--- config.mk ---
export PLATFORM = sky130hd
export DESIGN_NAME = lsu_mem_responder
export DESIGN_NICKNAME = d
export VERILOG_FILES = /design/src/rtl/lsu_pkg.sv /design/src/rtl/lsu_load_format.sv /design/src/rtl/lsu_mem_responder.sv
export SDC_FILE = /design/constraint.sdc
export NUM_CORES = 1
export LEC_CHECK = 0
export BUFFER_PORTS_ARGS = -buffer_cell sky130_fd_sc_hd__buf_4
export CAP_MARGIN = 20
export CORE_MARGIN = 1
export CORE_UTILIZATION = 31
export CTS_BUF_LIST = sky130_fd_sc_hd__clkbuf_8
export DETAILED_ROUTE_END_ITERATION = 16
export GPL_TIMING_DRIVEN = 0
export SYNTH_ARGS = -nofsm -noshare
export SYNTH_HDL_FRONTEND = slang
export SYNTH_HIERARCHICAL = 1
export SYNTH_SLANG_ARGS = --single-unit
--- constraint.sdc ---
create_clock -name CLK -period 3.1 [get_ports CLK]
set_clock_uncertainty 0.15 [all_clocks]
set_input_delay 0.93 -clock CLK [delete_from_list [all_inputs] [get_ports CLK]]
set_output_delay 0.93 -clock CLK [all_outputs]
set_load 0.05 [all_outputs]
--- src/rtl/lsu_pkg.sv ---
// Shared definitions for the load/store unit: store-size and load funct3
// codes, FSM state type, and helpers for access width and alignment.
package lsu_pkg;

    localparam logic [1:0] SZ_B    = 2'b00;
    localparam logic [1:0] SZ_H    = 2'b01;
    localparam logic [1:0] SZ_W    = 2'b10;
    localparam logic [1:0] SZ_LOAD = 2'b11;

    localparam logic [2:0] F3_LB   = 3'b000;
    localparam logic [2:0] F3_LH   = 3'b001;
    localparam logic [2:0] F3_LW   = 3'b010;
    localparam logic [2:0] F3_LBU  = 3'b100;
    localparam logic [2:0] F3_LHU  = 3'b101;

    typedef enum logic [1:0] {
        ST_IDLE,
        ST_REQ,
        ST_WAIT_R,
        ST_DONE
    } lsu_state_t;

    // Loads take their width from funct3[1:0]; the unused codes
    // 011/110/111 fall into the word case.
    function automatic logic [1:0] access_width(
        input logic [1:0] size,
        input logic [2:0] f3
    );
        logic [1:0] w;
        if (size != SZ_LOAD) begin
            w = size;
        end else if (f3[1]) begin
            w = SZ_W;
        end else begin
            w = f3[1:0];
        end
        return w;
    endfunction

    function automatic logic is_aligned(
        input logic [1:0] width,
        input logic [1:0] lo
    );
        logic ok;
        case (width)
            SZ_B:    ok = 1'b1;
            SZ_H:    ok = ~lo[0];
            default: ok = (lo == 2'b00);
        endcase
        return ok;
    endfunction

endpackage

--- src/rtl/lsu_load_format.sv ---
// Load result formatter: picks the byte/halfword lane from a bus word and
// sign- or zero-extends it. Ports: i_rdata, i_addr_lo, i_funct3 -> o_data.
module lsu_load_format
    import lsu_pkg::*;
#(
    parameter int XLEN = 32
) (
    input  logic [XLEN-1:0] i_rdata,
    input  logic [1:0]      i_addr_lo,
    input  logic [2:0]      i_funct3,
    output logic [XLEN-1:0] o_data
);

    logic [7:0]  w_byte;
    logic [15:0] w_half;

    always_comb begin
        w_byte = i_rdata[7:0];
        case (i_addr_lo)
            2'd1:    w_byte = i_rdata[15:8];
            2'd2:    w_byte = i_rdata[23:16];
            2'd3:    w_byte = i_rdata[31:24];
            default: w_byte = i_rdata[7:0];
        endcase
        w_half = i_addr_lo[1] ? i_rdata[31:16] : i_rdata[15:0];
    end

    always_comb begin
        o_data = i_rdata;
        case (i_funct3)
            F3_LB:   o_data = {{(XLEN-8){w_byte[7]}}, w_byte};
            F3_LH:   o_data = {{(XLEN-16){w_half[15]}}, w_half};
            F3_LBU:  o_data = {{(XLEN-8){1'b0}}, w_byte};
            F3_LHU:  o_data = {{(XLEN-16){1'b0}}, w_half};
            default: o_data = i_rdata;
        endcase
    end

endmodule

--- src/rtl/lsu_mem_responder.sv ---
// Load/store unit: one handshaked bus transaction per memory instruction,
// stalling the core until done; returns formatted load data.
// Ports: core side (memory_en, store_size, funct3, addr, store_data ->
// stall, load_data, load_valid, misaligned, bus_err); bus side (mem_req,
// mem_we, mem_addr, mem_wdata, mem_wstrb <- mem_ready, mem_rdata, mem_rvalid).
module lsu_mem_responder
    import lsu_pkg::*;
#(
    parameter int XLEN           = 32,
    parameter int TIMEOUT_CYCLES = 255
) (
    input  logic            CLK,
    input  logic            RST,
    input  logic            memory_en,
    input  logic [1:0]      store_size,
    input  logic [2:0]      funct3,
    input  logic [XLEN-1:0] addr,
    input  logic [XLEN-1:0] store_data,
    output logic            stall,
    output logic [XLEN-1:0] load_data,
    output logic            load_valid,
    output logic            misaligned,
    output logic            bus_err,
    output logic            mem_req,
    output logic            mem_we,
    output logic [XLEN-1:0] mem_addr,
    output logic [XLEN-1:0] mem_wdata,
    output logic [3:0]      mem_wstrb,
    input  logic            mem_ready,
    input  logic [XLEN-1:0] mem_rdata,
    input  logic            mem_rvalid
);

    localparam int CW = $clog2(TIMEOUT_CYCLES + 1);
    localparam logic [CW-1:0] CNT_LAST = CW'(TIMEOUT_CYCLES - 1);

    lsu_state_t      r_state;
    lsu_state_t      w_next;
    logic [CW-1:0]   r_cnt;
    logic            r_is_load;
    logic [XLEN-1:0] r_addr;
    logic [XLEN-1:0] r_wdata;
    logic [3:0]      r_wstrb;
    logic [2:0]      r_funct3;
    logic            r_err;
    logic [XLEN-1:0] r_load_data;

    logic            w_is_load;
    logic [1:0]      w_width;
    logic            w_aligned;
    logic            w_accept;
    logic            w_cnt_last;
    logic            w_timeout_hit;
    logic            w_rvalid_take;
    logic [XLEN-1:0] w_wdata;
    logic [3:0]      w_wstrb;
    logic [XLEN-1:0] w_fmt;
    logic            w_idle;
    logic            w_req;
    logic            w_wait;
    logic            w_done;

    assign w_is_load  = (store_size == SZ_LOAD);
    assign w_width    = access_width(store_size, funct3);
    assign w_aligned  = is_aligned(w_width, addr[1:0]);
    assign w_idle     = (r_state == ST_IDLE);
    assign w_req      = (r_state == ST_REQ);
    assign w_wait     = (r_state == ST_WAIT_R);
    assign w_done     = (r_state == ST_DONE);
    assign w_accept   = w_idle & memory_en & w_aligned;
    assign w_cnt_last = (r_cnt == CNT_LAST);

    // Store lane replication; loads carry no write data or strobes.
    always_comb begin
        w_wdata = '0;
        w_wstrb = 4'b0000;
        if (!w_is_load) begin
            case (store_size)
                SZ_B: begin
                    w_wdata = {4{store_data[7:0]}};
                    w_wstrb = 4'b0001 << addr[1:0];
                end
                SZ_H: begin
                    w_wdata = {2{store_data[15:0]}};
                    w_wstrb = 4'b0011 << {addr[1], 1'b0};
                end
                default: begin
                    w_wdata = store_data;
                    w_wstrb = 4'b1111;
                end
            endcase
        end
    end

    // A completed handshake in the last allowed cycle still counts; a load
    // whose request is only accepted then has no time left for data.
    always_comb begin
        w_next        = r_state;
        w_timeout_hit = 1'b0;
        w_rvalid_take = 1'b0;
        unique case (r_state)
            ST_IDLE: begin
                if (w_accept) w_next = ST_REQ;
            end
            ST_REQ: begin
                if (mem_ready && !r_is_load) begin
                    w_next = ST_DONE;
                end else if (w_cnt_last) begin
                    w_next        = ST_DONE;
                    w_timeout_hit = 1'b1;
                end else if (mem_ready) begin
                    w_next = ST_WAIT_R;
                end
            end
            ST_WAIT_R: begin
                if (mem_rvalid) begin
                    w_next        = ST_DONE;
                    w_rvalid_take = 1'b1;
                end else if (w_cnt_last) begin
                    w_next        = ST_DONE;
                    w_timeout_hit = 1'b1;
                end
            end
            ST_DONE: begin
                w_next = ST_IDLE;
            end
            default: begin
                w_next = ST_IDLE;
            end
        endcase
    end

    lsu_load_format #(
        .XLEN(XLEN)
    ) u_fmt (
        .i_rdata   (mem_rdata),
        .i_addr_lo (r_addr[1:0]),
        .i_funct3  (r_funct3),
        .o_data    (w_fmt)
    );

    always_ff @(posedge CLK) begin
        if (RST) begin
            r_state     <= ST_IDLE;
            r_cnt       <= '0;
            r_is_load   <= 1'b0;
            r_addr      <= '0;
            r_wdata     <= '0;
            r_wstrb     <= 4'b0000;
            r_funct3    <= 3'b000;
            r_err       <= 1'b0;
            r_load_data <= '0;
        end else begin
            r_state <= w_next;
            if (w_req || w_wait) begin
                r_cnt <= r_cnt + 1'b1;
            end else begin
                r_cnt <= '0;
            end
            if (w_accept) begin
                r_is_load <= w_is_load;
                r_addr    <= addr;
                r_wdata   <= w_wdata;
                r_wstrb   <= w_wstrb;
                r_funct3  <= funct3;
                r_err     <= 1'b0;
            end
            if (w_timeout_hit) r_err <= 1'b1;
            if (w_rvalid_take) r_load_data <= w_fmt;
        end
    end

    assign stall      = w_accept | w_req | w_wait;
    assign misaligned = w_idle & memory_en & ~w_aligned;
    assign mem_req    = w_req;
    assign mem_we     = w_req & ~r_is_load;
    assign mem_addr   = w_req ? {r_addr[XLEN-1:2], 2'b00} : '0;
    assign mem_wdata  = w_req ? r_wdata : '0;
    assign mem_wstrb  = w_req ? r_wstrb : 4'b0000;
    assign load_valid = w_done & r_is_load & ~r_err;
    assign bus_err    = w_done & r_err;
    assign load_data  = r_load_data;

endmodule

==> metrics.cfg, run 1 <==
[status]
status=finished, final reports clean

[pwr]
p_clk_share_pct=26.5
p_comb_share_pct=40.7
seq_power_share_pct=32.8
power_density_nw_per_um2=690.7
switching_power_w=0.002197
switching_share_pct=39.97
irDropWorstVdd_mv=0.3200
p_leak_nw=3.447
p_int_w=0.003300
total_power_w=0.005497

[yosys]
syn_area_um2=5639
synthCells=757
yosys_warnings=6
syn_area_per_cell_um2=7.449
ys_async_sr_fraction_pct=0
synth-edff-count=0
synth-main-ff-cell=dfxtp_1
ys_ff_latch=115
ys_types=40
yosysSeqAreaShare_pct=40.83

[worst_hold_path]
hold_path_class=reg2reg
worstHoldPathCells=2

[critical_path]
path_cells=buf_4 > nand2b_4 > a211o_1 > a21oi_4 > or3_4 > buf_8
r2r_cells=8
start_kind=primary input
path_max_fanout=4
cp_data_arrival_time_ns=1.98
critical_path_class=in2out
cpPeakStageDelay_ns=0.32
cp_top_family=compound AO/OA/AOI/OAI gates
cp-end-kind=primary output
crit_cells=6
path_buf_inv=2
cp_slowest_cell=a211o_1
cp_data_required_time_ns=2.02

[layout]
final_cells=1224
drive_gt1_share_pct=28.83
area_delta_synth_final_pct=41.14
final_cell_mix=buf_4 (212), nand2_1 (206), dfxtp_1 (114)
final_common_cell=buf_4
num-fill-cells=1890
nNetsFinal=1099
antennaDiodeCount=0

[route]
ant_nets=0
drcViolationCount=0
drtIter0Drc=277
wirelength_um=19310
vias_per_cell=4.827
vias=5908
firstDrtPassIters=6
drt-wirelength-per-cell_um=15.77

[floorplanning]
chipWidth_um=136.9
die_y_um=136.9
start_util_pct=32.16
io_pins=212
dieArea_um2=18730
core_area_um2=17540
rows=48

[clocking]
h-tree-depth=4
hold_buffers=0
root_buffer=clkbuf_8
insertion_delay_ns=0.43
path_clk_slew_ns=0.06
cts_max_path_buffers=2
cts_sinks=115
numCtsBuffers=17
cts_tree=built

[timing]
max_freq_mhz=326.5
setup_viol=0
slew_viol_final=0
worstMarginPinSlew_ns=0.6311
hold_viol_final=0
max-slew-margin-rel_pct=57.93
rsz0062_at_grt=false
fin_crit_ns=3.063
period_share_pct=98.81

[global_routing]
gr-total-overflow=0
antenna_found_initial=0
grt_pass1_wl_um=29740
grt_usage_pct=21.04
grt_max_degree=17
grt_pass1_vias=5665

[placed_design]
place_inst=1190
place_congestion=0.8970
hpwl_um=14780
portBuffers=207

[job]
max-cap-violations=0

## flip-flops by register name, indices dropped and copies added, names as in the netlist
name and cells:
load_data 32, r_addr 32, r_cnt 8, r_err 1, r_funct3 3, r_is_load 1
r_state 2, r_wdata 32, r_wstrb 4
## worst paths after layout
path,from,to,slack [ns]
hold / removal,r_addr[26],r_addr[26],0.30
setup reg to reg,r_addr[1],load_data[29],1.00
setup / recovery,funct3[0],stall,0.04
hold reg to reg,r_addr[26],r_addr[26],0.30
## worst register-to-register path, cell delays in order, from the launching register on
cell and delay, ns:
dfxtp_1 0.46, mux4_2 0.59, nand3b_4 0.15, o41a_2 0.17, buf_6 0.12, buf_6 0.14
nand2_1 0.06, nand2_1 0.06, a21oi_1 0.06
## cell type report
class | count | area [µm²] | area share [%]
Buffer | 61 | 296.5 | 3.726
Clock buffer | 20 | 275.3 | 3.459
Clock inverter | 12 | 136.4 | 1.714
Inverter | 8 | 30.03 | 0.3773
Multi-Input combinational cell | 574 | 3059 | 38.44
Sequential cell | 115 | 2303 | 28.94
Tap cell | 225 | 281.5 | 3.537
Timing Repair Buffer | 209 | 1577 | 19.81
## logic make-up after synthesis
| logic type | share of synthesized area (%) |
|---|---|
| simple gates | 30.64 |
| compound gates | 17.20 |
| flops | 40.83 |
| buf+inv | 5.525 |
| mux | 3.572 |
| fa+ha+maj | 1.553 |
| xor+xnor | 0.6214 |
| other cells | 0.06650 |
## synth_stat cells, types with 10 or more instances
| cell | instances | share of area, % |
|---|---|---|
| dfxtp_1 | 115 | 41 |
| o21ai_0 | 16 | 1.4 |
| mux2i_1 | 10 | 1.8 |
| and2_1 | 68 | 7.5 |
| a22oi_1 | 15 | 2.0 |
| clkbuf_1 | 37 | 2.5 |
| nor2_1 | 50 | 3.3 |
| nor3_1 | 24 | 2.1 |
| nand3_1 | 19 | 1.7 |
| a21oi_1 | 85 | 7.5 |
| nand2_1 | 206 | 14 |
| buf_2 | 18 | 1.6 |
| a211oi_1 | 16 | 2.1 |
## metal layers
metal  wire, µm  global-route usage, %  share of wire (%)  up-vias
met1       8228                  25.26                 43     2709
met3       1691                  7.000                8.8       12
li1           -                      -                  -     2986
met5          0                      0                  0        -
met4        178                  5.372               0.92        0
met2       9207                  35.90                 48      201
## power by group through the flow
stage	registers [W]	logic, W	clock network, W
after floorplan	0.00193	0.00136	0
after global placement	0.00183	0.00218	0
after detailed placement	0.00183	0.00219	0
after CTS	0.00180	0.00223	0.00150
after global routing	0.00183	0.00243	0.00157
final	0.00180	0.00224	0.00146
## stage by stage
stage                     worst slack [ns]  hold slack, ns  utilization [%]  setup TNS [ns]  area (µm²)
after CTS                         0.001279          0.3013            45.23               0        7931
after detailed placement           -0.2440          0.2918            42.69         -0.7180        7486
final                              0.03675          0.2998            45.38               0        7959
after global routing              0.001013          0.3175            45.38               0        7959
after floorplan                    0.08409          0.2773                -               0        5650
after global placement             -0.2529          0.2842            42.69         -0.5660        7486
## what timing repair did
action	CTS	global route
setup buffers	1	1
resized for setup	9	13
setup endpoints to repair	58	41
pin swaps	1	4
Power figures use the tool's default switching activity.
==> inputs of run 2 (changes only) <==
--- a/config.mk
+++ b/config.mk
@@ -7,11 +7,14 @@
 export LEC_CHECK = 0
 export BUFFER_PORTS_ARGS = -buffer_cell sky130_fd_sc_hd__buf_4
 export CAP_MARGIN = 20
+export CELL_PAD_IN_SITES_DETAIL_PLACEMENT = 0
+export CELL_PAD_IN_SITES_GLOBAL_PLACEMENT = 1
 export CORE_MARGIN = 1
 export CORE_UTILIZATION = 31
 export CTS_BUF_LIST = sky130_fd_sc_hd__clkbuf_8
 export DETAILED_ROUTE_END_ITERATION = 16
 export GPL_TIMING_DRIVEN = 0
+export PLACE_DENSITY_LB_ADDON = 0.1
 export SYNTH_ARGS = -nofsm -noshare
 export SYNTH_HDL_FRONTEND = slang
 export SYNTH_HIERARCHICAL = 1
==> run 2 against run 1 <==
- fmax rose by 0.47%
- final cell count did not move
- combinational power hardly changed
- via count hardly changed
- sequential power hardly changed
- flip-flop and latch count is the same
==> metrics.cfg, run 2 (synthesis results as in run 1) <==
[status]
status=finished, final reports clean

[timing]
max-slew-margin-rel_pct=57.96  ; about the same
setup_viol=0  ; unchanged
worstMarginPinSlew_ns=0.6306  ; -0.0004865 ns
hold_viol_final=0  ; unchanged
slew_viol_final=0  ; unchanged
fin_crit_ns=3.049  ; -0.01443 ns
setup_ws_ns=0.05118  ; +0.01443 ns
whs_ns=0.3005  ; +0.0006910 ns
max_freq_mhz=328.0  ; +0.47%
period_share_pct=98.35  ; -0.47 points
rsz0062_at_grt=false

[floorplanning]
chipWidth_um=136.9  ; unchanged
rows=48  ; unchanged
dieArea_um2=18730  ; unchanged
io_pins=212  ; unchanged
die_y_um=136.9  ; unchanged
start_util_pct=32.16  ; unchanged
core_area_um2=17540  ; unchanged

[clocking]
cts_sinks=115  ; unchanged
insertion_delay_ns=0.43  ; about the same
cts_max_path_buffers=2  ; unchanged
path_clk_slew_ns=0.07  ; about the same
hold_buffers=0  ; unchanged
numCtsBuffers=17  ; unchanged
h-tree-depth=4  ; unchanged
root_buffer=clkbuf_8
cts_tree=built

[global_routing]
grt_usage_pct=21.02  ; -0.027 points
grt_max_degree=17  ; unchanged
grt_pass1_wl_um=29810  ; +0.25%
gr-total-overflow=0  ; unchanged
antenna_found_initial=0  ; unchanged
grt_pass1_vias=5621  ; -0.78%

[route]
vias=5911  ; +0.051%
drtIter0Drc=401  ; +45%
wirelength_um=19680  ; +1.9%
firstDrtPassIters=4  ; -2
vias_per_cell=4.829  ; about the same
drt-wirelength-per-cell_um=16.07  ; +1.9%
ant_nets=0  ; unchanged
drcViolationCount=0  ; unchanged

[critical_path]
start_kind=primary input
cp-end-kind=primary output
path_max_fanout=7  ; +3
critical_path_class=in2out
cp_data_arrival_time_ns=1.97  ; about the same
cp_data_required_time_ns=2.02  ; about the same

[layout]
final_common_cell=buf_4
nNetsFinal=1099  ; unchanged
final_cell_mix=buf_4 (210), nand2_1 (205), dfxtp_1 (113)
post-route-util_pct=45.56  ; +0.17 points
multi_input_area_um2=3054  ; -0.16%
area_delta_synth_final_pct=41.67
ff_latch_area_um2=2305  ; about the same
antennaDiodeCount=0  ; unchanged
fin_area_um2=7989  ; +0.38%
drive_gt1_share_pct=29.03  ; +0.20 points
num-fill-cells=1902  ; +0.63%

[pwr]
irDropWorstVdd_mv=0.3878  ; +21%
total_power_w=0.005614  ; +2.1%
power_density_nw_per_um2=702.7  ; +1.7%
p_leak_nw=3.444  ; about the same

[placed_design]
dp_slack_ns=-0.2671  ; -0.02311 ns
portBuffers=207  ; unchanged
hpwl_um=15080  ; +2.0%
place_area_um2=7486  ; unchanged
place_congestion=0.8349  ; -6.9%

[job]
max-cap-violations=0  ; unchanged

[worst_hold_path]
hold_path_class=reg2reg

run 2: changes by cell type in the layout (fill, tap and decap cells not counted), moves of 2 or more:
cell      delta
clkbuf_4     +2
buf_6        +2
clkinv_4     +2
buf_4        -2
clkinv_2     -3
run 2: path summary, 6_finish.rpt:
check / to / from / slack (ns) / depth (start not counted)
max reg2reg: load_data[30] / r_addr[1] / 0.98 / 8
max: stall / store_size[0] / 0.05 / 6
min reg2reg: r_addr[26] / r_addr[26] / 0.30 / 2
min: r_addr[26] / r_addr[26] / 0.30 / 2
run 2: critical path, cell delays in order:
cell and delay, ns:
clkbuf_4 0.17, nor2_1 0.07, nor2_2 0.21, a21oi_4 0.09, or3_4 0.33, buf_6 0.16
run 2: layout make-up:
| cell class | count | share of cell area, % |
|---|---|---|
| Clock inverter | 13 | 2.271 |
| Timing Repair Buffer | 209 | 19.73 |
| Multi-Input combinational cell | 574 | 38.23 |
| Sequential cell | 115 | 28.85 |
| Tap cell | 225 | 3.524 |
| Clock buffer | 19 | 3.273 |
| Inverter | 8 | 0.3759 |
| Buffer | 61 | 3.743 |
run 2: layer usage:
layer  share of wire, %  GRT usage, %
met1                 44         25.52
met2                 48         35.93
met3                6.5         6.111
met4                1.4         5.861
met5                  0             0
run 2: repair_timing:
item	CTS	global route
endpoints found under the setup margin	67	31
pin swaps	2	1
resized for setup	12	9
setup buffers	1	1
run 2: stage by stage:
step	std cells	setup TNS (ns)
floorplan	758	0
global placement	1190	-1.681
detailed placement	1190	-1.119
CTS	1223	0
global route	1224	0
finish	1224	0
run 2: report_power, final:
part / switching (W) / internal, W / total, W
Sequential: 0.000116 / 0.00169 / 0.00180
Clock: 0.000655 / 0.000918 / 0.00157
Combinational: 0.00148 / 0.000762 / 0.00224
